<file path="config.mk">
export PLATFORM = sky130hd
export DESIGN_NAME = bf_stdin_rx
export DESIGN_NICKNAME = d
export VERILOG_FILES = /design/src/rtl/bf_io_pkg.sv /design/src/rtl/bf_byte_fifo.sv /design/src/rtl/bf_stdin_rx.sv
export SDC_FILE = /design/constraint.sdc
export NUM_CORES = 1
export LEC_CHECK = 0
export CORE_ASPECT_RATIO = 0.7
export CORE_MARGIN = 5
export CORE_UTILIZATION = 45
export CTS_BUF_LIST = sky130_fd_sc_hd__clkbuf_8
export DETAILED_ROUTE_END_ITERATION = 8
export DONT_BUFFER_PORTS = 1
export GPL_TIMING_DRIVEN = 0
export SYNTH_ARGS = -nofsm -noshare
export SYNTH_HDL_FRONTEND = slang
export SYNTH_SLANG_ARGS = --single-unit
</file>
<file path="constraint.sdc">
create_clock -name clk -period 4.9 [get_ports clk]
set_input_delay 0.98 -clock clk [delete_from_list [all_inputs] [get_ports clk]]
set_output_delay 0.98 -clock clk [all_outputs]
set_load 0.05 [all_outputs]
</file>
<file path="src/rtl/bf_io_pkg.sv">
// Shared definitions for the brainfuck CPU stdin path.
//   BITS_PER_CHAR : data bits per serial character (8N1 framing)
//   rx_state_e    : receiver FSM state encoding
package bf_io_pkg;

  localparam int BITS_PER_CHAR = 8;

  typedef enum logic [2:0] {
    RX_IDLE,
    RX_START,
    RX_DATA,
    RX_STOP,
    RX_BREAK
  } rx_state_e;

endpackage

</file>
<file path="src/rtl/bf_byte_fifo.sv">
// Show-ahead byte FIFO.
//   clk, rst  : clock, asynchronous active-high reset (control state only)
//   i_push    : write i_data this cycle (dropped while full unless popping too)
//   i_pop     : drop the head this cycle (ignored while empty)
//   o_head    : head byte, combinational from storage; 0 while empty
//   o_full, o_empty, o_count : occupancy
// DEPTH must be a power of two so the pointers wrap for free.
module bf_byte_fifo
  import bf_io_pkg::*;
#(
  parameter int DEPTH = 16
) (
  input  logic                     clk,
  input  logic                     rst,
  input  logic                     i_push,
  input  logic [BITS_PER_CHAR-1:0] i_data,
  input  logic                     i_pop,
  output logic [BITS_PER_CHAR-1:0] o_head,
  output logic                     o_full,
  output logic                     o_empty,
  output logic [$clog2(DEPTH):0]   o_count
);

  localparam int AW = $clog2(DEPTH);
  localparam int CW = AW + 1;

  logic [BITS_PER_CHAR-1:0] r_mem [DEPTH];
  logic [AW-1:0]            r_wr;
  logic [AW-1:0]            r_rd;
  logic [CW-1:0]            r_count;
  logic                     w_do_pop;
  logic                     w_do_push;

  assign o_empty   = (r_count == '0);
  assign o_full    = (r_count == CW'(DEPTH));
  assign o_count   = r_count;
  assign w_do_pop  = i_pop & ~o_empty;
  // A simultaneous pop frees the slot the push needs, so full does not block it.
  assign w_do_push = i_push & (~o_full | w_do_pop);
  assign o_head    = o_empty ? '0 : r_mem[r_rd];

  always_ff @(posedge clk) begin
    if (w_do_push) r_mem[r_wr] <= i_data;
  end

  always_ff @(posedge clk or posedge rst) begin
    if (rst) begin
      r_wr    <= '0;
      r_rd    <= '0;
      r_count <= '0;
    end else begin
      if (w_do_push) r_wr <= r_wr + AW'(1);
      if (w_do_pop)  r_rd <= r_rd + AW'(1);
      case ({w_do_push, w_do_pop})
        2'b10:   r_count <= r_count + CW'(1);
        2'b01:   r_count <= r_count - CW'(1);
        default: r_count <= r_count;
      endcase
    end
  end

endmodule

</file>
<file path="src/rtl/bf_stdin_rx.sv">
// UART receiver (8N1) plus byte FIFO feeding stdin of the brainfuck CPU.
//   clk         : system clock
//   reset       : asynchronous active-high reset
//   rx          : raw serial line, idles high, asynchronous to clk
//   stdin_data  : FIFO head byte (0 while empty)
//   stdin_valid : FIFO non-empty
//   stdin_ren   : pop head (ignored while empty)
//   overrun     : sticky, a byte arrived while the FIFO was full
//   frame_err   : 1-cycle pulse, stop bit sampled low
// Optional macro BF_STDIN_ECHO_EN adds echo_data/echo_start (pulse in the
// push cycle, including bytes lost to overrun) for terminal echo.
module bf_stdin_rx
  import bf_io_pkg::*;
#(
  parameter int BAUD       = 104,
  parameter int FIFO_DEPTH = 16
) (
  input  logic                     clk,
  input  logic                     reset,
  input  logic                     rx,
  output logic [BITS_PER_CHAR-1:0] stdin_data,
  output logic                     stdin_valid,
  input  logic                     stdin_ren,
  output logic                     overrun,
  output logic                     frame_err
`ifdef BF_STDIN_ECHO_EN
  ,
  output logic [BITS_PER_CHAR-1:0] echo_data,
  output logic                     echo_start
`endif
);

  localparam int CNT_W = $clog2(BAUD);
  localparam int IDX_W = $clog2(BITS_PER_CHAR);

  logic [1:0]               r_sync;
  logic                     w_rx;
  rx_state_e                r_state, w_state_nx;
  logic [CNT_W-1:0]         r_cnt, w_cnt_nx;
  logic [IDX_W-1:0]         r_idx, w_idx_nx;
  logic [BITS_PER_CHAR-1:0] r_shift, w_shift_nx;
  logic                     w_push;
  logic                     w_ferr;
  logic                     r_frame_err;
  logic                     r_overrun;
  logic                     w_full;
  logic                     w_empty;
  logic                     w_pop;
  logic [$clog2(FIFO_DEPTH):0] w_count;

  // Synchroniser resets to the idle line level so reset never looks like a start bit.
  always_ff @(posedge clk or posedge reset) begin
    if (reset) r_sync <= 2'b11;
    else       r_sync <= {r_sync[0], rx};
  end
  assign w_rx = r_sync[1];

  always_ff @(posedge clk or posedge reset) begin
    if (reset) begin
      r_state     <= RX_IDLE;
      r_cnt       <= '0;
      r_idx       <= '0;
      r_shift     <= '0;
      r_frame_err <= 1'b0;
      r_overrun   <= 1'b0;
    end else begin
      r_state     <= w_state_nx;
      r_cnt       <= w_cnt_nx;
      r_idx       <= w_idx_nx;
      r_shift     <= w_shift_nx;
      r_frame_err <= w_ferr;
      if (w_push & w_full & ~w_pop) r_overrun <= 1'b1;
    end
  end

  // Half a bit period after the start edge puts every later sample mid-bit.
  always_comb begin
    w_state_nx = r_state;
    w_cnt_nx   = r_cnt;
    w_idx_nx   = r_idx;
    w_shift_nx = r_shift;
    w_push     = 1'b0;
    w_ferr     = 1'b0;
    case (r_state)
      RX_IDLE: begin
        if (!w_rx) begin
          w_state_nx = RX_START;
          w_cnt_nx   = CNT_W'(BAUD / 2 - 1);
        end
      end
      RX_START: begin
        if (r_cnt == '0) begin
          if (!w_rx) begin
            w_state_nx = RX_DATA;
            w_cnt_nx   = CNT_W'(BAUD - 1);
            w_idx_nx   = '0;
          end else begin
            w_state_nx = RX_IDLE;
          end
        end else begin
          w_cnt_nx = r_cnt - CNT_W'(1);
        end
      end
      RX_DATA: begin
        if (r_cnt == '0) begin
          w_shift_nx = {w_rx, r_shift[BITS_PER_CHAR-1:1]};
          w_cnt_nx   = CNT_W'(BAUD - 1);
          if (r_idx == IDX_W'(BITS_PER_CHAR - 1)) w_state_nx = RX_STOP;
          else                                    w_idx_nx   = r_idx + IDX_W'(1);
        end else begin
          w_cnt_nx = r_cnt - CNT_W'(1);
        end
      end
      RX_STOP: begin
        if (r_cnt == '0) begin
          if (w_rx) begin
            w_push     = 1'b1;
            w_state_nx = RX_IDLE;
          end else begin
            w_ferr     = 1'b1;
            w_state_nx = RX_BREAK;
          end
        end else begin
          w_cnt_nx = r_cnt - CNT_W'(1);
        end
      end
      RX_BREAK: begin
        if (w_rx) w_state_nx = RX_IDLE;
      end
      default: w_state_nx = RX_IDLE;
    endcase
  end

  assign w_pop = stdin_ren & stdin_valid;

  bf_byte_fifo #(
    .DEPTH(FIFO_DEPTH)
  ) u_fifo (
    .clk    (clk),
    .rst    (reset),
    .i_push (w_push),
    .i_data (r_shift),
    .i_pop  (stdin_ren),
    .o_head (stdin_data),
    .o_full (w_full),
    .o_empty(w_empty),
    .o_count(w_count)
  );

  assign stdin_valid = ~w_empty & (w_count != '0);
  assign overrun     = r_overrun;
  assign frame_err   = r_frame_err;

`ifdef BF_STDIN_ECHO_EN
  assign echo_data  = r_shift;
  assign echo_start = w_push;
`endif

endmodule

</file>
Word level (Yosys, flattened, before mapping)

Memory sizes are Yosys's and may differ from the RTL's.
Index checks and enable logic that the tools add are counted.

Register bits: 38
RAM bits: 128
Input port bits: 4
Output and inout port bits: 11
Logic and storage cells: 86
Memories: 1

Memory list:

| memory       | words | bits a word | rd ports | clocked after Yosys merged registers in | write ports | RTL line           | RTL |
|---|---|---|---|---|---|---|---|
| u_fifo.r_mem | 16    | 8           | 1        | 0                                       | 1           | bf_byte_fifo.sv:27 | `logic [BITS_PER_CHAR-1:0] r_mem [DEPTH];` |

$add $sub $neg: 6
Equal/unequal tests: 18
Mux-type cells: 30
Bitwise operators: 10
Reductions and logical operators: 11

Operators by type and width:

| kind                                             | count |
|---|---|
| 2-to-1 mux 7 bit                                 | 5 |
| 2-to-1 mux 3 bit                                 | 11 |
| one-hot mux 7 bit (4 select lines)               | 1 |
| inequality test 2 bit, second input constant     | 9 |
| one-hot mux 3 bit (5 select lines)               | 1 |
| one-hot mux 5 bit (2 select lines)               | 1 |
| adder 4 x 1 -> 4 bit, second input constant      | 2 |
| 2-to-1 mux 1 bit                                 | 8 |
| 2-to-1 mux 8 bit                                 | 1 |
| zero test 7 bit                                  | 1 |
| subtractor 7 x 1 -> 7 bit, second input constant | 1 |
| AND 1 bit                                        | 6 |
| == test 3 x 2 -> 1 bit, second input constant    | 2 |
| == test 3 bit, second input constant             | 2 |
| one-hot mux 3 bit (2 select lines)               | 1 |
| AND reduction 6 bit                              | 1 |
| adder 5 x 1 -> 5 bit, second input constant      | 1 |
| == test 5 bit, second input constant             | 1 |
| zero test 5 bit                                  | 1 |
| AND reduction 5 bit                              | 1 |
| nonzero test 5 bit                               | 1 |
| subtractor 5 x 1 -> 5 bit, second input constant | 1 |
| AND reduction 4 bit                              | 1 |
| nonzero test 2 bit                               | 2 |
| other kinds (11)                                 | 13 |

Logic depth before layout (Yosys ltp)

Gate-level depths: netlist of the first run.

Depth after elaboration: 7
Gate-level depth with buffers: 12
Gate-level depth less buffers: 12

By module

A second synthesis of the first run with hierarchy kept.

Cell total of the unflattened synthesis: 431
Area total of the unflattened synthesis: 7,196.9 µm²

Modules (own cells, without submodules):

| module       | times used | cells each | area an instance (µm²) |
|---|---|---|---|
| bf_byte_fifo | 1          | 306        | 5,846.9 |
| bf_stdin_rx  | 1          | 125        | 1,350.0 |

Worst setup path before layout of the first run

Ideal clock, no wire load.

Path type: reg-to-output
Start point: register u_fifo.r_rd[0]
End point: output stdin_data[0]
Arrival: 2,086 ps
Setup slack: 1,834 ps
Cell stages (with the launch flop): 6
Cells stage by stage: dfrtp_1 buf_2 buf_2 mux4_2 mux4_2 nor2b_1

Cells in the longest elaborated chain, start to end: 2

RTL lines:

| element                | RTL line           | RTL |
|---|---|---|
| from (decl)            | bf_byte_fifo.sv:29 | `logic [AW-1:0] r_rd;` |
| from (signal assigned) | bf_byte_fifo.sv:53 | `if (w_do_pop) r_rd <= r_rd + AW'(1);` |
| memory (16 x 8 bit)    | --                 |  |
| 2-to-1 mux 8 bit       | bf_byte_fifo.sv:40 | `assign o_head = o_empty ? '0 : r_mem[r_rd];` |
| to (decl)              | bf_stdin_rx.sv:21  | `output logic [BITS_PER_CHAR-1:0] stdin_data,` |

Every way passes these cells.

Worst setup path in the final report of the first run

Start point: register u_fifo.r_rd[1]
End point: output stdin_data[1]

Same word-level chain as after synthesis.

==> reports/metrics.csv, run 1 <==
metric,value,unit
synthTopCellsByArea,"edfxtp_1 (55%), dfrtp_1 (13%), mux4_2 (13%)",
synth_top_area_frac,0.548,
cts_setup_buffers,0,
cts_sinks,166,
drc,0,
cts_tree,done,
wl,13.2,mm
critPathMaxStageDelay,0.75,ns
critPathSlowestCell,nor2b_1,
met2_usage,0.221,
power.density,402,nW/um2
core_area,15400,um2
peakVddDrop,0.168,mV
gp_congestion,0.792,
wl_per_cell,21.2,um
grt_max_degree,39,
tightest_slew,0.998,ns
final_common_cell,edfxtp_1,
cp.arrival,3.11,ns
drive_above_1_share,0.232,
num_antenna_cells,0,
ant_nets,0,
worst-setup-path-type,register to output port,
tns,0,ns
fin_util,0.497,
vias_per_cell,5.50,
port_buffers,0,
path_clk_slew,0.08,ns
hold_viol,0,
hp-class,register to register,
yosysWarnings,0,
ys_ff_latch,166,
cts_resized,0,
maxCapViolations,0,
gr-usage-met1,0.237,
die_y,114,um
reg2reg_depth,11,
synthToLayoutAreaGrowth,9.25,%
fmax,245,MHz
die_w,159,um
fin_skew,0.0133,ns
clockBufferDepth,2,
antenna_found_initial,0,
syn_area_per_cell,18.0,um2
final_cell_mix,"edfxtp_1 (128), mux4_2 (40), dfrtp_1 (36)",
stdcell_area,7660,um2
grt_use_met3,0.0392,
initial_core_util,0.455,
dp_slack,1.21,ns
cts_made_buffers,17,
synth_ff_type,edfxtp_1,
grt_use_total,0.155,
row_count,38,
syn-num-nets,407,
overflow,0,
cts_hold_buf,0,
drt_iter0_markers,289,
finalSetupViolCount,0,
setup_ws,0.812,ns
finalCriticalPeriod,4.09,ns
first_global_vias,3487,
post-dp-hpwl,8.76,mm
grt_first_pass_wirelength,21.0,mm
p_leak,2.98,nW
synthArstFlopShare,0.229,
seq_area_frac_synth,0.684,
crit_path_max_fanout,10,
slew_headroom,0.334,
ios,15,
busiest_layer,met1,
total_power,3.08,mW
worstHoldPathCells,0,
synth_edf_count,128,
cp.required,3.92,ns
dieArea,18200,um2
syn-instance-count,390,
rsz0062_at_grt,false,
yosysUniqueCellTypes,51,
cp-start-kind,register,
nNetsFinal,426,
cts-root-buf,clkbuf_8,
h-tree-depth,4,
syn-cell-area,7010,um2
clkLatencyLatePin,0.44,ns
status,completed,
layout.cells.non_filler,622,
maxSlewViolCount,0,
dr_total_vias,3423,
timing.final.crit_share,0.834,
synth_largest_area_cell,edfxtp_1,
whs,0.359,ns
drtPass1Iterations,4,
dpl_cell_area,7260,um2
end_kind,output port,
place_inst,590,
crit_chain,"clkbuf_1, clkbuf_1, mux4_2, mux4_2, nor2b_1",
## cells in the mapped netlist (all sizes together), types with 2 or more instances
cell type,n
edfxtp,128
mux4,40
dfrtp,36
nand2,19
and2,18
ha,12
inv,12
nor2,12
xnor2,12
mux2,11
nor2b,10
clkbuf,9
a21oi,7
nor3,7
o21ai,7
buf,5
nand2b,3
nor4,3
a21boi,2
a22o,2
a31oi,2
dfstp,2
mux2i,2
nand3,2
nand4,2
o211ai,2
o21bai,2
o22a,2
or2,2
or3,2
or4,2
## sequential cells by signal (all words and copies together), names as in the netlist
signal and flops:
overrun 1, r_idx 3, u_fifo.o_count 5, u_fifo.r_wr 4, u_fifo.r_mem 128, r_shift 8, frame_err 1, u_fifo.r_rd 4
r_cnt 7, r_state 3, r_sync 2
## cell type report
type,count,area [um2]
clock buffers,17,234
inverters,12,45.0
multi-input cells,198,2110
flip-flops and latches,166,4800
clock inverters,15,164
well taps,200,250
plain buffers,14,57.6
fillers,1269,7750
## where the power goes
| group | leakage, nW | switching [mW] | internal (mW) |
|---|---|---|---|
| combinational | 0.807 | 0.289 | 0.239 |
| sequential | 1.98 | 0.0289 | 1.54 |
| clock | 0.195 | 0.486 | 0.497 |
## routing by layer
metal / part of all wire / vias to the layer above
li1: - / 1560
met1: 0.46 / 1778
met2: 0.45 / 77
met3: 0.078 / 8
met4: 0.011 / 0
met5: 0 / -
## worst max-delay path: cells and delay by family, from the launching register on
| kind | cells | cell delay (ns) |
|---|---|---|
| buf+inv | 2 | 0.91 |
| simple gates | 1 | 0.75 |
| mux | 2 | 0.66 |
| flops | 1 | 0.36 |
## worst paths after layout
kind | start | end | slack (ns)
min in group asynchronous | reset | u_fifo.o_count[1]$_DFFE_PP0P_ | 0.57
worst max register to register | r_cnt[0]$_DFFE_PP0P_ | u_fifo.o_count[4]$_DFFE_PP0P_ | 1.88
worst min register to register | r_sync[0]$_DFF_PP1_ | r_sync[1]$_DFF_PP1_ | 0.36
max in group asynchronous | reset | r_cnt[6]$_DFFE_PP0P_ | 3.82
worst min-delay path | r_sync[0]$_DFF_PP1_ | r_sync[1]$_DFF_PP1_ | 0.36
worst max-delay path | u_fifo.r_rd[1]$_DFFE_PP0N_ | stdin_data[1] | 0.81
## cells by family after synthesis
logic type | after synthesis | share of synthesized area
buffers and inverters | 26 | 0.0146
AOI/OAI and AO/OA | 33 | 0.0364
xor gates and xnor gates | 13 | 0.0162
DFF | 166 | 0.684
and+or+nand+nor | 86 | 0.0741
adders and majority gates | 13 | 0.0243
muxes | 53 | 0.150
No activity file was read; power rests on OpenSTA's default activity.
==> run 2: changes to the inputs <==
clock period = 3.8 ns   (was 4.9 ns; I/O delays follow)
==> run 2 against run 1 <==
Net effect:
- utilization rose by 0.16 points
- setup slack got worse by 0.64 ns
- design area increased by 0.33%
- register-to-register slack got worse by 1.1 ns
- power grew 29%
- die area stayed put
- sequential power rose by 29%
- sequential share of layout area is 0.20 points lower
- global-route usage hardly changed
- combinational power up 30%
- count of clock-buffer cells in the layout unchanged
- critical path type unchanged
- critical endpoint is now stdin_data[3]
- largest cell class unchanged
- largest power group unchanged
==> reports/metrics.csv, run 2 (synthesis results as in run 1) <==
metric,value,unit,change
status,completed,,unchanged
seq_power_share,0.509,,about the same
h-tree-depth,4,,unchanged
fin_util,0.499,,was 0.497
hold_viol,0,,unchanged
dieArea,18200,um2,unchanged
critPathMaxStageDelay,0.53,ns,was 0.75 ns
cp.arrival,2.87,ns,was 3.11 ns
slew_headroom,0.418,,was 0.334
grt_max_degree,39,,unchanged
grt_use_total,0.156,,was 0.155
cts_hold_buf,0,,unchanged
cts_made_buffers,17,,unchanged
path_clk_slew,0.08,ns,about the same
gp_congestion,0.792,,unchanged
intPower,2.93,mW,was 2.27 mW
overflow,0,,unchanged
core_area,15400,um2,unchanged
power.density,517,nW/um2,was 402 nW/um2
crit_path_max_fanout,10,,unchanged
clkLatencyLatePin,0.44,ns,about the same
tns,0,ns,unchanged
post-dp-hpwl,8.76,mm,unchanged
top_regs,"u_fifo.r_mem: 128 flops, r_shift: 8 flops, r_cnt: 7 flops",,unchanged
die_y,114,um,unchanged
maxCapViolations,0,,unchanged
ios,15,,unchanged
cp-start-kind,register,,unchanged
largest_reg_flops,128,,unchanged
p_sw,1.04,mW,was 805 uW
layout.cells.non_filler,622,,unchanged
wl,13.2,mm,about the same
whs,0.311,ns,was 0.359 ns
cts_sinks,166,,unchanged
place_inst,590,,unchanged
antenna_found_initial,0,,unchanged
dr_total_vias,3422,,was 3423
regMostFlops,u_fifo.r_mem,,unchanged
cp.required,3.04,ns,was 3.92 ns
drt_iter0_markers,253,,was 289
initial_core_util,0.455,,unchanged
p_comb_frac,0.173,,was 0.172
maxSlewViolCount,0,,unchanged
peakVddDrop,0.218,mV,was 0.168 mV
clockBufferDepth,2,,unchanged
row_count,38,,unchanged
worst-setup-path-type,register to output port,,unchanged
ant_nets,0,,unchanged
p_leak,2.99,nW,was 2.98 nW
num_antenna_cells,0,,unchanged
timing.final.crit_share,0.955,,
drc,0,,unchanged
hp-class,input pin to register,,was register to register
critPathSlowestCell,clkbuf_1,,was nor2b_1
nNetsFinal,426,,unchanged
finalSetupViolCount,0,,unchanged
die_w,159,um,unchanged
finalCriticalPeriod,3.63,ns,
wl_per_cell,21.2,um,about the same
cts-root-buf,clkbuf_8,,unchanged
p_sw_frac,0.262,,was 0.261
path_buf_inv,2,,unchanged
fmax,275,MHz,
tightest_slew,0.873,ns,was 0.998 ns
drtPass1Iterations,5,,was 4
vias_per_cell,5.50,,about the same
grt_first_pass_wirelength,21.0,mm,about the same
rsz0062_at_grt,false,,unchanged
cp_top_family,multiplexers,,was buffers and inverters
synthToLayoutAreaGrowth,9.60,%,was 9.25%
p_clk_frac,0.319,,about the same
fin_skew,0.0137,ns,was 0.0133 ns
cts_tree,done,,unchanged
drive_above_1_share,0.258,,was 0.232
first_global_vias,3493,,was 3487
final_cell_mix,"edfxtp_1 (128), mux4_2 (40), dfrtp_1 (36)",,unchanged
end_kind,output port,,unchanged
final_common_cell,edfxtp_1,,unchanged
crit_chain,"clkbuf_1, clkbuf_1, mux4_2, mux4_2, nor2b_2",,"was clkbuf_1, clkbuf_1, mux4_2, mux4_2, nor2b_1"
port_buffers,0,,unchanged
[run 2: cell counts in the layout (fill, tap and decap cells not counted)]
Identical to the previous run, type by type.
[run 2: through the flow]
step	power (mW)	area [um2]	worst slack, ns
final	3.97	7680	0.170
after global routing	4.18	7680	0.00940
after CTS	4.02	7680	0.00151
after detailed placement	2.76	7260	0.331
after global placement	2.74	7260	0.364
after floorplan	2.61	7010	0.954
[run 2: what timing repair did]
item | CTS | global route
setup endpoints to repair | 8 | 9
setup buffers | 0 | 0
gates resized for setup | 8 | 5
[run 2: layer usage]
layer	GRT usage	wire length, um	vias up
li1	-	-	1559
met1	0.237	6160	1783
met2	0.223	6030	69
met3	0.0392	862	11
met4	0.0489	153	0
met5	0	0	-
[run 2: power by group through the flow]
stage	registers (mW)	logic, mW	clock network, mW
2_1_floorplan	2.05	0.561	0
3_3_place_gp	2.06	0.686	0
3_5_place_dp	2.06	0.701	0
4_1_cts	2.02	0.705	1.30
5_1_grt	2.03	0.768	1.38
6_report	2.02	0.687	1.27
[run 2: final timing paths]
path	start	end	slack, ns	cells past startpoint
max in group asynchronous	reset	r_cnt[6]$_DFFE_PP0P_	2.93	1
hold / removal	rx	r_sync[0]$_DFF_PP1_	0.31	0
hold reg to reg	r_sync[0]$_DFF_PP1_	r_sync[1]$_DFF_PP1_	0.36	0
min in group asynchronous	reset	u_fifo.o_count[1]$_DFFE_PP0P_	0.35	1
setup / recovery	u_fifo.r_rd[1]$_DFFE_PP0N_	stdin_data[3]	0.17	5
setup reg to reg	r_cnt[0]$_DFFE_PP0P_	u_fifo.o_count[4]$_DFFE_PP0P_	0.80	11
[run 2: final cells by class]
| cell class | instances | area, um2 |
|---|---|---|
| Inverter | 12 | 45.0 |
| Buffer | 14 | 60.1 |
| Tap cell | 200 | 250 |
| Clock buffer | 17 | 234 |
| Fill cell | 1267 | 7720 |
| Clock inverter | 15 | 164 |
| Sequential cell | 166 | 4800 |
| Multi-Input combinational cell | 198 | 2130 |
